==> config.mk <==
export PLATFORM = sky130hd
export DESIGN_NAME = rr_handshake_arbiter_flat
export DESIGN_NICKNAME = d
export VERILOG_FILES = /design/src/rtl/rr_handshake_arbiter_if.sv /design/src/rtl/rr_handshake_arbiter.sv /design/src/flat_wrapper.sv
export SDC_FILE = /design/constraint.sdc
export NUM_CORES = 1
export LEC_CHECK = 0
export ABC_AREA = 1
export CAP_MARGIN = 15
export CORE_MARGIN = 2
export CORE_UTILIZATION = 41
export CTS_CLUSTER_DIAMETER = 120
export DETAILED_ROUTE_END_ITERATION = 16
export PLACE_DENSITY_LB_ADDON = 0.15
export SETUP_SLACK_MARGIN = 0.05
export SYNTH_ARGS = -nofsm -noshare
export SYNTH_HDL_FRONTEND = slang
export SYNTH_SLANG_ARGS = --single-unit
==> constraint.sdc <==
create_clock -name clk -period 1.95 [get_ports clk]
set_input_delay 0.39 -clock clk [delete_from_list [all_inputs] [get_ports clk]]
set_output_delay 0.39 -clock clk [all_outputs]
set_load 0.01 [all_outputs]
==> src/rtl/rr_handshake_arbiter_if.sv <==
// rr_handshake_arbiter_if: N upstream ready/valid channels plus one shared downstream channel
//   m_valid/m_data/m_last/m_ready : per-requester upstream handshake, requester i in slice i
//   s_valid/s_data/s_last/s_id/s_ready : downstream handshake, s_id names the source requester
//   master : requester/sink side (drives m_* payload and s_ready)
//   slave  : arbiter side
interface rr_handshake_arbiter_if #(
   parameter int WIDTH = 8,
   parameter int N     = 4
);
   localparam int IDW = (N > 1) ? $clog2(N) : 1;
   logic [N-1:0]       m_valid;
   logic [N*WIDTH-1:0] m_data;
   logic [N-1:0]       m_last;
   logic [N-1:0]       m_ready;
   logic               s_valid;
   logic [WIDTH-1:0]   s_data;
   logic               s_last;
   logic [IDW-1:0]     s_id;
   logic               s_ready;
   modport master (
      output m_valid, m_data, m_last, s_ready,
      input  m_ready, s_valid, s_data, s_last, s_id
   );
   modport slave (
      input  m_valid, m_data, m_last, s_ready,
      output m_ready, s_valid, s_data, s_last, s_id
   );
endinterface

==> src/rtl/rr_handshake_arbiter.sv <==
// rr_handshake_arbiter: packet-locked round-robin arbiter feeding one registered main+skid output stage
//   clk : clock, rising edge
//   rst : asynchronous active-high reset
//   bus : rr_handshake_arbiter_if.slave, upstream m_* channels and downstream s_* channel
module rr_handshake_arbiter #(
   parameter int WIDTH = 8,
   parameter int N     = 4
) (
   input logic                   clk,
   input logic                   rst,
   rr_handshake_arbiter_if.slave bus
);
   localparam int IDW = (N > 1) ? $clog2(N) : 1;
   typedef enum logic {IDLE, LOCK} state_t;
   state_t           r_state, w_next;
   logic [IDW-1:0]   r_grant, r_ptr, w_pick, w_j;
   logic [N-1:0]     w_ready;
   logic             w_acc, w_last, w_pop;
   logic [WIDTH-1:0] w_data;
   logic             r_out_v, r_out_l, r_skid_v, r_skid_l;
   logic [WIDTH-1:0] r_out_d, r_skid_d;
   logic [IDW-1:0]   r_out_id, r_skid_id;
   // Descending scan so the requester closest after r_ptr is written last and wins.
   always_comb begin
      w_pick = r_ptr;
      w_j    = '0;
      for (int k = N; k >= 1; k--) begin
         w_j = IDW'((32'(r_ptr) + 32'(k)) % N);
         if (bus.m_valid[w_j]) w_pick = w_j;
      end
   end
   assign w_data = WIDTH'(bus.m_data >> (32'(r_grant) * WIDTH));
   assign w_last = bus.m_last[r_grant];
   assign w_acc  = bus.m_valid[r_grant] & w_ready[r_grant];
   assign w_pop  = r_out_v & bus.s_ready;
   always_ff @(posedge clk or posedge rst) begin
      if (rst) begin
         r_state <= IDLE;
         r_grant <= '0;
         r_ptr   <= IDW'(N - 1);
      end else begin
         r_state <= w_next;
         if (r_state == IDLE && |bus.m_valid) r_grant <= w_pick;
         if (w_acc && w_last) r_ptr <= r_grant;
      end
   end
   always_comb begin
      w_next = (r_state == IDLE) ? (|bus.m_valid ? LOCK : IDLE) : ((w_acc && w_last) ? IDLE : LOCK);
   end
   // Ready depends only on flops: a full skid blocks the granted requester.
   always_comb begin
      w_ready = (r_state == LOCK && !r_skid_v) ? (N'(1) << r_grant) : '0;
   end
   assign bus.m_ready = w_ready;
   always_ff @(posedge clk or posedge rst) begin
      if (rst) begin
         r_out_v   <= 1'b0;
         r_out_d   <= '0;
         r_out_l   <= 1'b0;
         r_out_id  <= '0;
         r_skid_v  <= 1'b0;
         r_skid_d  <= '0;
         r_skid_l  <= 1'b0;
         r_skid_id <= '0;
      end else if (w_acc && (!r_out_v || w_pop)) begin
         r_out_v  <= 1'b1;
         r_out_d  <= w_data;
         r_out_l  <= w_last;
         r_out_id <= r_grant;
      end else if (w_acc) begin
         r_skid_v  <= 1'b1;
         r_skid_d  <= w_data;
         r_skid_l  <= w_last;
         r_skid_id <= r_grant;
      end else if (w_pop && r_skid_v) begin
         r_out_d  <= r_skid_d;
         r_out_l  <= r_skid_l;
         r_out_id <= r_skid_id;
         r_skid_v <= 1'b0;
      end else if (w_pop) begin
         r_out_v <= 1'b0;
      end
   end
   assign bus.s_valid = r_out_v;
   assign bus.s_data  = r_out_d;
   assign bus.s_last  = r_out_l;
   assign bus.s_id    = r_out_id;
endmodule
==> src/flat_wrapper.sv <==
// flat-port wrapper written by rule: the top's interface ports become plain ports
module rr_handshake_arbiter_flat 
#(
   parameter int WIDTH = 8,
   parameter int N     = 4
)
  (clk, rst, bus_m_valid, bus_m_data, bus_m_last, bus_s_ready, bus_m_ready, bus_s_valid, bus_s_data, bus_s_last, bus_s_id);
  rr_handshake_arbiter_if #(.WIDTH(WIDTH), .N(N)) bus_i ();
  input logic clk;
  input logic rst;
  input wire logic [$bits(bus_i.m_valid)-1:0] bus_m_valid;
  input wire logic [$bits(bus_i.m_data)-1:0] bus_m_data;
  input wire logic [$bits(bus_i.m_last)-1:0] bus_m_last;
  input wire logic [$bits(bus_i.s_ready)-1:0] bus_s_ready;
  output wire logic [$bits(bus_i.m_ready)-1:0] bus_m_ready;
  output wire logic [$bits(bus_i.s_valid)-1:0] bus_s_valid;
  output wire logic [$bits(bus_i.s_data)-1:0] bus_s_data;
  output wire logic [$bits(bus_i.s_last)-1:0] bus_s_last;
  output wire logic [$bits(bus_i.s_id)-1:0] bus_s_id;
  assign bus_i.m_valid = bus_m_valid;
  assign bus_i.m_data = bus_m_data;
  assign bus_i.m_last = bus_m_last;
  assign bus_i.s_ready = bus_s_ready;
  assign bus_m_ready = bus_i.m_ready;
  assign bus_s_valid = bus_i.s_valid;
  assign bus_s_data = bus_i.s_data;
  assign bus_s_last = bus_i.s_last;
  assign bus_s_id = bus_i.s_id;
  rr_handshake_arbiter #(.WIDTH(WIDTH), .N(N)) u_core (.clk(clk), .rst(rst), .bus(bus_i));
endmodule
# --- Word-level counts from Yosys, hierarchy flattened ---
# Index checks and enable logic that the tools add are counted.
word_totals:
  register_bits: 29
  inputBits: 43
  output_inout_bits: 16
  wordCells: 81
op_classes:
  add_sub_neg: 4
  magnitude_cmp: 5
  n_eq_ne: 2
  shift: 2
  n_mux: 37
  bitwise: 4
  reduce_logical: 16
ops:
  columns: ["op", "n"]
  rows:
  - ["32-bit by 5-bit right shift with 8-bit output", 1]
  - ["8-bit two-way mux", 3]
  - ["1-bit two-way mux", 19]
  - ["2-bit by 3-bit < comparator with 1-bit output (second input constant)", 5]
  - ["1-bit binary-select mux with 2-bit select", 7]
  - ["2-bit two-way mux", 7]
  - ["2-bit AND reduction", 3]
  - ["2-bit nonzero test", 3]
  - ["1-bit logical AND", 5]
  - ["2-bit by 1-bit adder with 2-bit output (second input constant)", 2]
  - ["2-bit adder (second input constant)", 2]
  - ["4-bit two-way mux", 1]
  - ["4-bit OR reduction", 1]
  - ["1-bit by 2-bit << shifter with 4-bit output (first input constant)", 1]
  - ["3-bit AND reduction", 1]
  - ["1-bit bitwise AND", 2]
  - ["1-bit logical NOT", 2]
  - ["2-bit by 1-bit inequality test with 1-bit output (second input constant)", 1]
  - ["2-bit inequality test (second input constant)", 1]
  - ["1-bit NOT", 2]
  - ["1-bit logical OR", 1]

# --- Logic depth before layout (Yosys ltp) ---
# Gate-level depths: netlist of run 1.
logic_depth:
  ltp_word: 9
  ltp_mapped: 11
  mapped_depth_nobuf: 10

# --- Worst setup path before layout of run 1 ---
# Ideal clock, no wire load.
synth_path:
  path_kind: "flip-flop to output port"
  startpoint: "register u_core.r_skid_v"
  endpoint: "output port bus_m_ready[0]"
  t_arrival_ns: 1.085
  t_required_ns: 1.560
  setup_slack_ns: 0.475
  stages_incl_launch_ff: 4
  path_buffers: 0
  path_cell_list: "dfrtp_1 nor2_1 inv_1 nor3_1"
synth_between:
  elab_chain_cells: 3
synth_lines:
  columns: ["element", "line", "rtl"]
  rows:
  - ["start, declared", "rr_handshake_arbiter.sv:20", "logic r_out_v, r_out_l, r_skid_v, r_skid_l;"]
  - ["start signal, assigned", "rr_handshake_arbiter.sv:61", "r_skid_v <= 1'b0;"]
  - ["start signal, assigned", "rr_handshake_arbiter.sv:71", "r_skid_v <= 1'b1;"]
  - ["start signal, assigned", "rr_handshake_arbiter.sv:79", "r_skid_v <= 1'b0;"]
  - ["1-bit logical NOT", "rr_handshake_arbiter.sv:52", "w_ready = (r_state == LOCK && !r_skid_v) ? (N'(1) << r_grant) : '0;"]
  - ["1-bit logical AND", "rr_handshake_arbiter.sv:52", null]
  - ["4-bit two-way mux", "rr_handshake_arbiter.sv:52", null]
  - ["end, declared", "flat_wrapper.sv:15", "output wire logic [$bits(bus_i.m_ready)-1:0] bus_m_ready;"]
# Every way passes these cells.

# --- Worst setup path in the final report of run 1 ---
# Same ends and word-level chain as after synthesis.

==> reports/results.txt, run 1 <==
Worst vdd ir: 0.0004542 V
DRC errors left: 0
Clock tree buffer depth: 2
Share of cells above drive strength 1: 11.95%
Fin. Hold Viols: 0
Worst Setup SP: u_core.r_skid_v
PD cells: 627.1 mW/mm²
Port buffer count: 58
Fmax: 0.5692 GHz
Largest net degree at the start of global routing: 30
Minimum clock period: 1757 ps
Slew @ Worst Pin: 380.7 ps
Core ar.: 0.004029 mm²
Clock share of power: 34.6%
Routability cong.: 0.7817
Total CTS buffers: 5
Vias in the first global route: 1726
Via count: 1873
Design area: 0.002521 mm²
Critical R2R Launch: u_core.r_grant[0]
Status: finished, final reports clean
CP Capture Type: primary output
Antenna diode count: 0
Reg2reg end: u_core.r_skid_d[5]
Congestion Overflow GR: 0
Max_cap viols: 0
Post-CTS setup buffers: 0
Vias per cell: 5.090
Reg power frac: 39.7%
Mapped Nets: 293
Power Internal: 1.110 mW
Clock slew at reported path FFs: 60 ps
Die area: 0.004756 mm²
R2R setup slack: 390 ps
Total clock sinks: 29
Worst-Skew Late Latency: 280 ps
Routed Antenna Nets: 0
Area of the mapped netlist: 0.001730 mm²
Worst hold path type: input port to async pin
Post-Syn Area per Cell: 6.922 µm²
CTS tree: built
Ports: 59
Final WL: 4793 µm
Initial antenna violation count: 0
Die Span X: 68.97 µm
CTS resizes: 4
Distinct cells, synth: 26
HPWL after DPL: 3642 µm
Final nets: 360
Worst slew margin: 74.59%
CTS Root Cell: clkbuf_8
Crit share post-route: 90.09%
Layout area overhead: 45.70%
Seq/Total Area, Yosys: 42.08%
Warnings from Yosys: 0
Initial core utilization: 42.95%
R2R cell count: 8
Wire per inst: 13.02 µm
Detailed Routing Iterations Pass 1: 4
Final slew viol count: 0
Pleak: 1.249 nW
Seq cells post-synth: 29
Die Y: 68.97 µm
P_sw: 0.4712 mW
CTS H-tree lvls: 2
Tot GR Track Use: 23.27%
Comb pwr share: 25.8%
Setup violators final: 0
Final Skew: 4.518 ps
Post-DP Area: 0.002425 mm²
WP data arrival: 1370 ps
Cts hold-fix bufs: 0
Crit path max fanout: 4
Total negative slack: 0 ps
Iteration-0 DRC Markers: 100
Synth Instances: 250
First-pass GRT wire length: 8073 µm
FP Rows: 23
Critical path startpoint category: flip-flop
Sw Ratio: 29.80%
WS Path Type: flip-flop to primary output
RSZ-0062 raised after global routing: false
CP required: 1560 ps
-- cells in the final DEF, fill, tap and decap left out, types with 5 or more instances in the layout --
cell / instances
buf_4: 12
clkbuf_8: 7
clkdlybuf4s50_1: 54
dfrtp_1: 27
inv_1: 13
inv_2: 6
nand2_1: 105
nand3_1: 47
nand4_1: 9
nor2_1: 6
o21ai_1: 5
-- stage by stage --
| step | setup slack, ps | hold WS [ps] | util [%] | total power [mW] | instances |
|---|---|---|---|---|---|
| final | 193.2 | 481.2 | 62.58 | 1.581 | 368 |
| after global placement | 59.93 | 456.3 | 60.19 | 1.046 | 360 |
| after floorplan | 475.4 | 441.9 | - | 0.8506 | 250 |
| after global routing | 131.6 | 496.0 | 62.58 | 1.671 | 368 |
| after CTS | 179.7 | 482.0 | 62.58 | 1.598 | 368 |
| after detailed placement | 69.31 | 465.6 | 60.19 | 1.049 | 360 |
-- registers in the layout, indices dropped and copies added (netlist names) --
register and flops:
u_core.r_grant 2, u_core.r_skid_v 1, u_core.bus.s_last 1, u_core.bus.s_valid 1, u_core.r_state 1, u_core.bus.s_id 2
u_core.r_skid_id 2, u_core.r_skid_d 8, u_core.bus.s_data 8, u_core.r_skid_l 1, u_core.r_ptr 2
-- Yosys cell counts --
master    instances  share of area (%)
nand2_1         105                 23
nand3_1          47                 14
dfrtp_1          27                 39
inv_1            13                2.8
nand4_1           9                3.3
clkbuf_1          6                1.3
inv_2             6                1.3
nor2_1            6                1.3
o21ai_1           5                1.4
o21ai_0           3               0.87
buf_2             2               0.58
buf_4             2               0.87
clkinv_1          2               0.43
dfstp_2           2                3.0
nand2_2           2               0.72
nor2_2            2               0.72
nor3_1            2               0.58
a21oi_1           1               0.29
buf_6             1               0.65
nand2_4           1               0.65
nand3_2           1               0.58
nand3b_1          1               0.43
nand4_4           1                1.2
nor2_4            1               0.65
o21ai_2           1               0.51
o22ai_1           1               0.36
-- area by class of cell --
type,instances,area (µm²)
tap,50,62.56
clock inverter,1,5.005
clock buffer,7,96.34
timing repair buffer,71,685.7
sequential,29,728.2
inverter,21,78.83
multi-input combinational,189,864.6
fill,385,1508
-- critical path, cell delays in order (launching register included) --
cell,delay (ps)
dfrtp_1,420
nor2_1,150
inv_1,90
nor3_1,140
dlygate4sd2_1,290
-- power by group through the flow --
stage	logic [mW]	clock network, mW	registers [mW]
2_1_floorplan	0.215	0	0.636
3_3_place_gp	0.409	0	0.637
3_5_place_dp	0.412	0	0.637
4_1_cts	0.414	0.558	0.626
5_1_grt	0.452	0.590	0.628
6_report	0.407	0.547	0.627
-- worst max path at each step --
stage                               end  cells after the start
finish                   bus_m_ready[0]                      4
global route             bus_m_ready[1]                      4
CTS                      bus_m_ready[0]                      4
detailed placement  u_core.r_skid_id[0]                      9
global placement      u_core.bus.s_last                     10
floorplan                bus_m_ready[0]                      3
-- cells by family after synthesis --
logic type	share of synthesized area, %
compound gates	3.470
simple gates	46.49
flops	42.08
buf+inv	7.954
-- routing by layer --
layer | part of all wire (%) | wire (µm) | vias to the layer above | global-route usage (%)
met3 | 5.5 | 262 | 4 | 4.221
met1 | 44 | 2114 | 871 | 30.47
met2 | 49 | 2362 | 58 | 39.30
met4 | 1.1 | 53 | 0 | 6.618
met5 | 0 | 0 | - | 0
li1 | - | - | 940 | -
Note: power is estimated with default switching activity, not from simulation.
==> inputs of run 2 (changes only) <==
--- a/config.mk
+++ b/config.mk
@@ -7,7 +7,7 @@
 export LEC_CHECK = 0
 export ABC_AREA = 1
 export CAP_MARGIN = 15
-export CORE_MARGIN = 2
+export CORE_MARGIN = 4
 export CORE_UTILIZATION = 41
 export CTS_CLUSTER_DIAMETER = 120
 export DETAILED_ROUTE_END_ITERATION = 16
==> constraint.sdc (replaced) <==
create_clock -name clk -period 1.8 [get_ports clk]
set_input_delay 0.36 -clock clk [delete_from_list [all_inputs] [get_ports clk]]
set_output_delay 0.36 -clock clk [all_outputs]
set_load 0.01 [all_outputs]
==> run 2 against run 1 <==
Against the previous run:
- design area grew 0.99%
- hold slack worse by 39 ps
- combinational power increased by 7.1%
- cell count is 1.6% higher
- sequential power grew 8.3%
- critical path type unchanged
- critical endpoint is now bus_s_valid
- largest cell class unchanged
==> reports/results.txt, run 2 (synthesized netlist as in run 1, its figures left out) <==
Wire per inst: 13.26 µm (+1.8%)
R2R setup slack: 230 ps (-160 ps)
CTS tree: built
R2R cell count: 9 (+1)
Clock tree buffer depth: 2 (unchanged)
Status: finished, final reports clean
Via count: 1880 (+0.37%)
Iteration-0 DRC Markers: 135 (+35%)
Reg2reg end: u_core.bus.s_last
Die Y: 72.97 µm (+5.8%)
WP data arrival: 1310 ps (-60 ps)
Layout area overhead: 47.14%
Design area: 0.002546 mm² (+0.99%)
Worst hold path type: input port to async pin
Critical R2R Launch: u_core.r_grant[0]
Slew @ Worst Pin: 402.3 ps (+21.64 ps)
Antenna diode count: 0 (unchanged)
Core ar.: 0.004029 mm² (unchanged)
Initial antenna violation count: 0 (unchanged)
Final WL: 4960 µm (+3.5%)
Post-CTS setup buffers: 0 (unchanged)
Pre-CTS WS: -30.29 ps (-99.60 ps)
Total clock sinks: 29 (unchanged)
Most common cell after layout, fill and taps aside: nand2_1
Routed Antenna Nets: 0 (unchanged)
HPWL after DPL: 3795 µm (+4.2%)
Critical path startpoint category: flip-flop
FP Rows: 23 (unchanged)
Die area: 0.005324 mm² (+12%)
Final slew viol count: 0 (unchanged)
Critical path endpoint: bus_s_valid
Pleak: 1.261 nW (+0.91%)
Critical path, cell by cell: clkdlybuf4s50_1
Detailed Routing Iterations Pass 1: 4 (unchanged)
Max_cap viols: 0 (unchanged)
Congestion Overflow GR: 0 (unchanged)
Fill cells: 378 (-1.8%)
CP required: 1440 ps (-120 ps)
Total negative slack: 0 ps (unchanged)
Fmax: 0.5997 GHz
Initial core utilization: 42.95% (unchanged)
Post-layout util: 63.20% (+0.62 points)
Clock slew at reported path FFs: 60 ps (about the same)
Worst-Skew Late Latency: 280 ps (about the same)
Most frequent cells in the layout: nand2_1, clkdlybuf4s50_1, nand3_1
First-pass GRT wire length: 8473 µm (+5.0%)
Routability cong.: 0.8830 (+13%)
CP Capture Type: primary output
Post-DP Area: 0.002457 mm² (+1.3%)
WS Path Type: flip-flop to primary output
Port buffer count: 58 (unchanged)
Worst path max stage delay: 580 ps (+160 ps)
DRC errors left: 0 (unchanged)
Crit path depth: 1 (-3)
RSZ-0062 raised after global routing: false
Vias per cell: 5.027 (-1.2%)
Minimum clock period: 1667 ps
Total CTS buffers: 5 (unchanged)
Share of cells above drive strength 1: 14.20% (+2.2 points)
PD cells: 671.1 mW/mm² (+7.0%)
Tot GR Track Use: 20.88% (-2.4 points)
CTS Root Cell: clkbuf_8
CTS H-tree lvls: 2 (unchanged)
Fin. Hold Viols: 0 (unchanged)
Hold_ws: 442.3 ps (-38.91 ps)
CP max-delay cell: clkdlybuf4s50_1
Setup violators final: 0 (unchanged)
Final nets: 366 (+1.7%)
Placed Cells incl. Taps: 366 (+1.7%)
Worst Setup SP: u_core.bus.s_valid
Vias in the first global route: 1815 (+5.2%)
Largest net degree at the start of global routing: 30 (unchanged)
Die Span X: 72.97 µm (+5.8%)
Worst slew margin: 73.15% (-1.4 points)
Crit path max fanout: 5 (+1)
Finished Layout Cells: 374 (+1.6%)
Top delay family on crit path: buffers and inverters
Crit share post-route: 92.63%
Worst vdd ir: 0.0003581 V (-21%)
Final Power: 1.709 mW (+8.1%)
Final Skew: 2.826 ps (-1.692 ps)
Ports: 59 (unchanged)
Post-route setup slack: 132.6 ps (-60.57 ps)
WP buf/inv: 1 (-1)
[run 2: worst min path at each step]
stage                                      end  slack, ps  depth (start not counted)
after floorplan           u_core.bus.s_data[0]        440                          1
after global placement          u_core.r_state        460                          2
after detailed placement        u_core.r_state        460                          2
after CTS                   u_core.bus.s_valid        450                          3
after global routing         u_core.r_grant[0]        500                          3
final                     u_core.bus.s_data[7]        440                          3
[run 2: repair_timing]
action | in CTS | in global routing
hold buffers | 0 | 0
pin swaps | 0 | 0
gates resized for setup | 4 | 4
setup endpoints to repair | 4 | 2
[run 2: final cells by class]
cell class	count	area, µm²	share of cell area (%)
Clock inverter	1	5.005	0.1966
Timing Repair Buffer	77	710.7	27.91
Inverter	21	78.83	3.096
Tap cell	50	62.56	2.457
Multi-Input combinational cell	189	864.6	33.96
Sequential cell	29	728.2	28.60
Clock buffer	7	96.34	3.784
[run 2: where the power goes]
| part | switching (mW) | total, mW | internal (mW) | leakage, nW |
|---|---|---|---|---|
| logic | 0.246 | 0.436 | 0.190 | 0.822 |
| registers | 0.0173 | 0.679 | 0.662 | 0.385 |
| clock network | 0.249 | 0.594 | 0.345 | 0.0542 |
| total | 0.512 | 1.71 | 1.20 | 1.26 |
[run 2: layer usage]
metal  global-route usage [%]  vias up  routed length [µm]
li1                         -      953                   -
met1                    26.36      864                2236
met2                    34.97       56                2359
met3                    3.994        7                 261
met4                    8.402        0                 102
met5                        0        -                   0
==> inputs of run 3 (changes only) <==
--- a/config.mk
+++ b/config.mk
@@ -11,6 +11,7 @@
 export CORE_UTILIZATION = 41
 export CTS_CLUSTER_DIAMETER = 120
 export DETAILED_ROUTE_END_ITERATION = 16
+export MAX_ROUTING_LAYER = met4
 export PLACE_DENSITY_LB_ADDON = 0.15
 export SETUP_SLACK_MARGIN = 0.05
 export SYNTH_ARGS = -nofsm -noshare
==> run 3 against run 2 <==
Against the previous run:
- sequential power hardly changed
- register-to-register slack barely moved
- cell count did not move
- count of clock-buffer cells in the layout did not move
- first-iteration DRC count shrank 2.2%
- utilization unchanged
- critical path depth unchanged
- die area unchanged
- setup slack about the same
- critical path type unchanged
==> reports/results.txt, run 3 (synthesized netlist as in run 1, its figures left out) <==
Critical path startpoint category: flip-flop
Antenna diode count: 0 (unchanged)
Fill cells: 378 (unchanged)
Congestion Overflow GR: 0 (unchanged)
Worst Setup SP: u_core.bus.s_valid
Pleak: 1.261 nW (unchanged)
Post-CTS setup buffers: 0 (unchanged)
CP required: 1440 ps (about the same)
Slew @ Worst Pin: 395.9 ps (-6.471 ps)
Fin. Hold Viols: 0 (unchanged)
Die Y: 72.97 µm (unchanged)
Placed Cells incl. Taps: 366 (unchanged)
Final Skew: 4.058 ps (+1.232 ps)
Max_cap viols: 0 (unchanged)
CTS tree: built
Worst vdd ir: 0.0003586 V (+0.13%)
Crit share post-route: 92.61% (about the same)
Worst path max stage delay: 580 ps (about the same)
Layout area overhead: 47.14% (unchanged)
Initial antenna violation count: 0 (unchanged)
Top delay family on crit path: buffers and inverters
Most common cell after layout, fill and taps aside: nand2_1
Critical path, cell by cell: clkdlybuf4s50_1
Most frequent cells in the layout: nand2_1, clkdlybuf4s50_1, nand3_1
WS Path Type: flip-flop to primary output
Initial core utilization: 42.95% (unchanged)
First-pass GRT wire length: 8480 µm (about the same)
Core ar.: 0.004029 mm² (unchanged)
Via count: 1882 (+0.11%)
Largest net degree at the start of global routing: 30 (unchanged)
RSZ-0062 raised after global routing: false
Final nets: 366 (unchanged)
Total clock sinks: 29 (unchanged)
Status: finished, final reports clean
Vias per cell: 5.032 (+0.11%)
Critical R2R Launch: u_core.r_grant[0]
Final slew viol count: 0 (unchanged)
Crit path max fanout: 5 (unchanged)
Detailed Routing Iterations Pass 1: 4 (unchanged)
WP buf/inv: 1 (unchanged)
Share of cells above drive strength 1: 14.20% (unchanged)
CP Capture Type: primary output
WP data arrival: 1310 ps (about the same)
Vias in the first global route: 1812 (-0.17%)
Finished Layout Cells: 374 (unchanged)
Fmax: 0.5999 GHz (about the same)
Clock slew at reported path FFs: 60 ps (about the same)
CP max-delay cell: clkdlybuf4s50_1
Die area: 0.005324 mm² (unchanged)
Die Span X: 72.97 µm (unchanged)
Post-layout util: 63.20% (unchanged)
CTS H-tree lvls: 2 (unchanged)
Tot GR Track Use: 21.49% (+0.61 points)
Wire per inst: 13.23 µm (-0.22%)
Routability cong.: 0.8977 (+1.7%)
Clock tree buffer depth: 2 (unchanged)
Cts hold-fix bufs: 0 (unchanged)
Total CTS buffers: 5 (unchanged)
Routed Antenna Nets: 0 (unchanged)
Ports: 59 (unchanged)
Minimum clock period: 1667 ps (-0.4050 ps)
Worst hold path type: input port to async pin
Worst slew margin: 73.58% (+0.43 points)
Setup violators final: 0 (unchanged)
FP Rows: 23 (unchanged)
Final WL: 4949 µm (-0.22%)
DRC errors left: 0 (unchanged)
HPWL after DPL: 3795 µm (unchanged)
CTS Root Cell: clkbuf_8
Port buffer count: 58 (unchanged)
Iteration-0 DRC Markers: 132 (-2.2%)
PD cells: 671.0 mW/mm² (about the same)
Worst-Skew Late Latency: 280 ps (about the same)
-- run 3: cell counts in the layout (fill, tap and decap cells not counted) --
Identical to the previous run, type by type.
-- run 3: per-stage QoR --
stage / area (µm²) / setup TNS, ps / hold slack [ps] / worst slack, ps / power (mW)
3_3_place_gp: 2457 / 0 / 457.0 / 5.671 / 1.128
5_1_grt: 2546 / 0 / 500.0 / 55.50 / 1.805
6_report: 2546 / 0 / 442.9 / 133.0 / 1.708
2_1_floorplan: 1730 / 0 / 436.6 / 355.4 / 0.9215
4_1_cts: 2554 / 0 / 454.8 / 79.41 / 1.726
3_5_place_dp: 2457 / -106.8 / 464.1 / -30.29 / 1.131
-- run 3: worst paths after layout --
check,endpoint,slack (ps),cells after the start
setup / recovery,bus_s_valid,130,1
hold / removal,u_core.bus.s_valid,440,3
setup reg to reg,u_core.r_skid_d[2],230,8
hold reg to reg,u_core.r_skid_d[3],480,2
max in group asynchronous,u_core.r_ptr[1],1050,3
min in group clk,u_core.r_skid_d[3],480,2
-- run 3: final cells by class --
class                           instances  area, µm²  area share, %
Tap cell                               50      62.56          2.457
Timing Repair Buffer                   77      710.7          27.91
Sequential cell                        29      728.2          28.60
Clock inverter                          1      5.005         0.1966
Multi-Input combinational cell        189      864.6          33.96
Clock buffer                            7      96.34          3.784
Inverter                               21      78.83          3.096
-- run 3: worst min-delay path: stages --
cell and delay, ps:
clkdlybuf4s50_1 390, inv_1 50, buf_4 330
-- run 3: report_power, final --
part	switching (mW)	internal [mW]	total [mW]
clock	0.248	0.345	0.593
combinational	0.247	0.190	0.437
sequential	0.0171	0.662	0.679
total	0.512	1.20	1.71
-- run 3: routing by layer --
metal	share of wire [%]	vias up	global-route usage, %
met1	44	866	26.36
met2	48	54	34.97
met3	5.9	7	3.994
met5	0	-	-
li1	-	955	-
met4	2.1	0	8.402
-- run 3: timing repair --
| action | in CTS | in global routing |
|---|---|---|
| setup endpoints to repair | 4 | 2 |
| cloned | 0 | 0 |
| gates resized for setup | 4 | 4 |
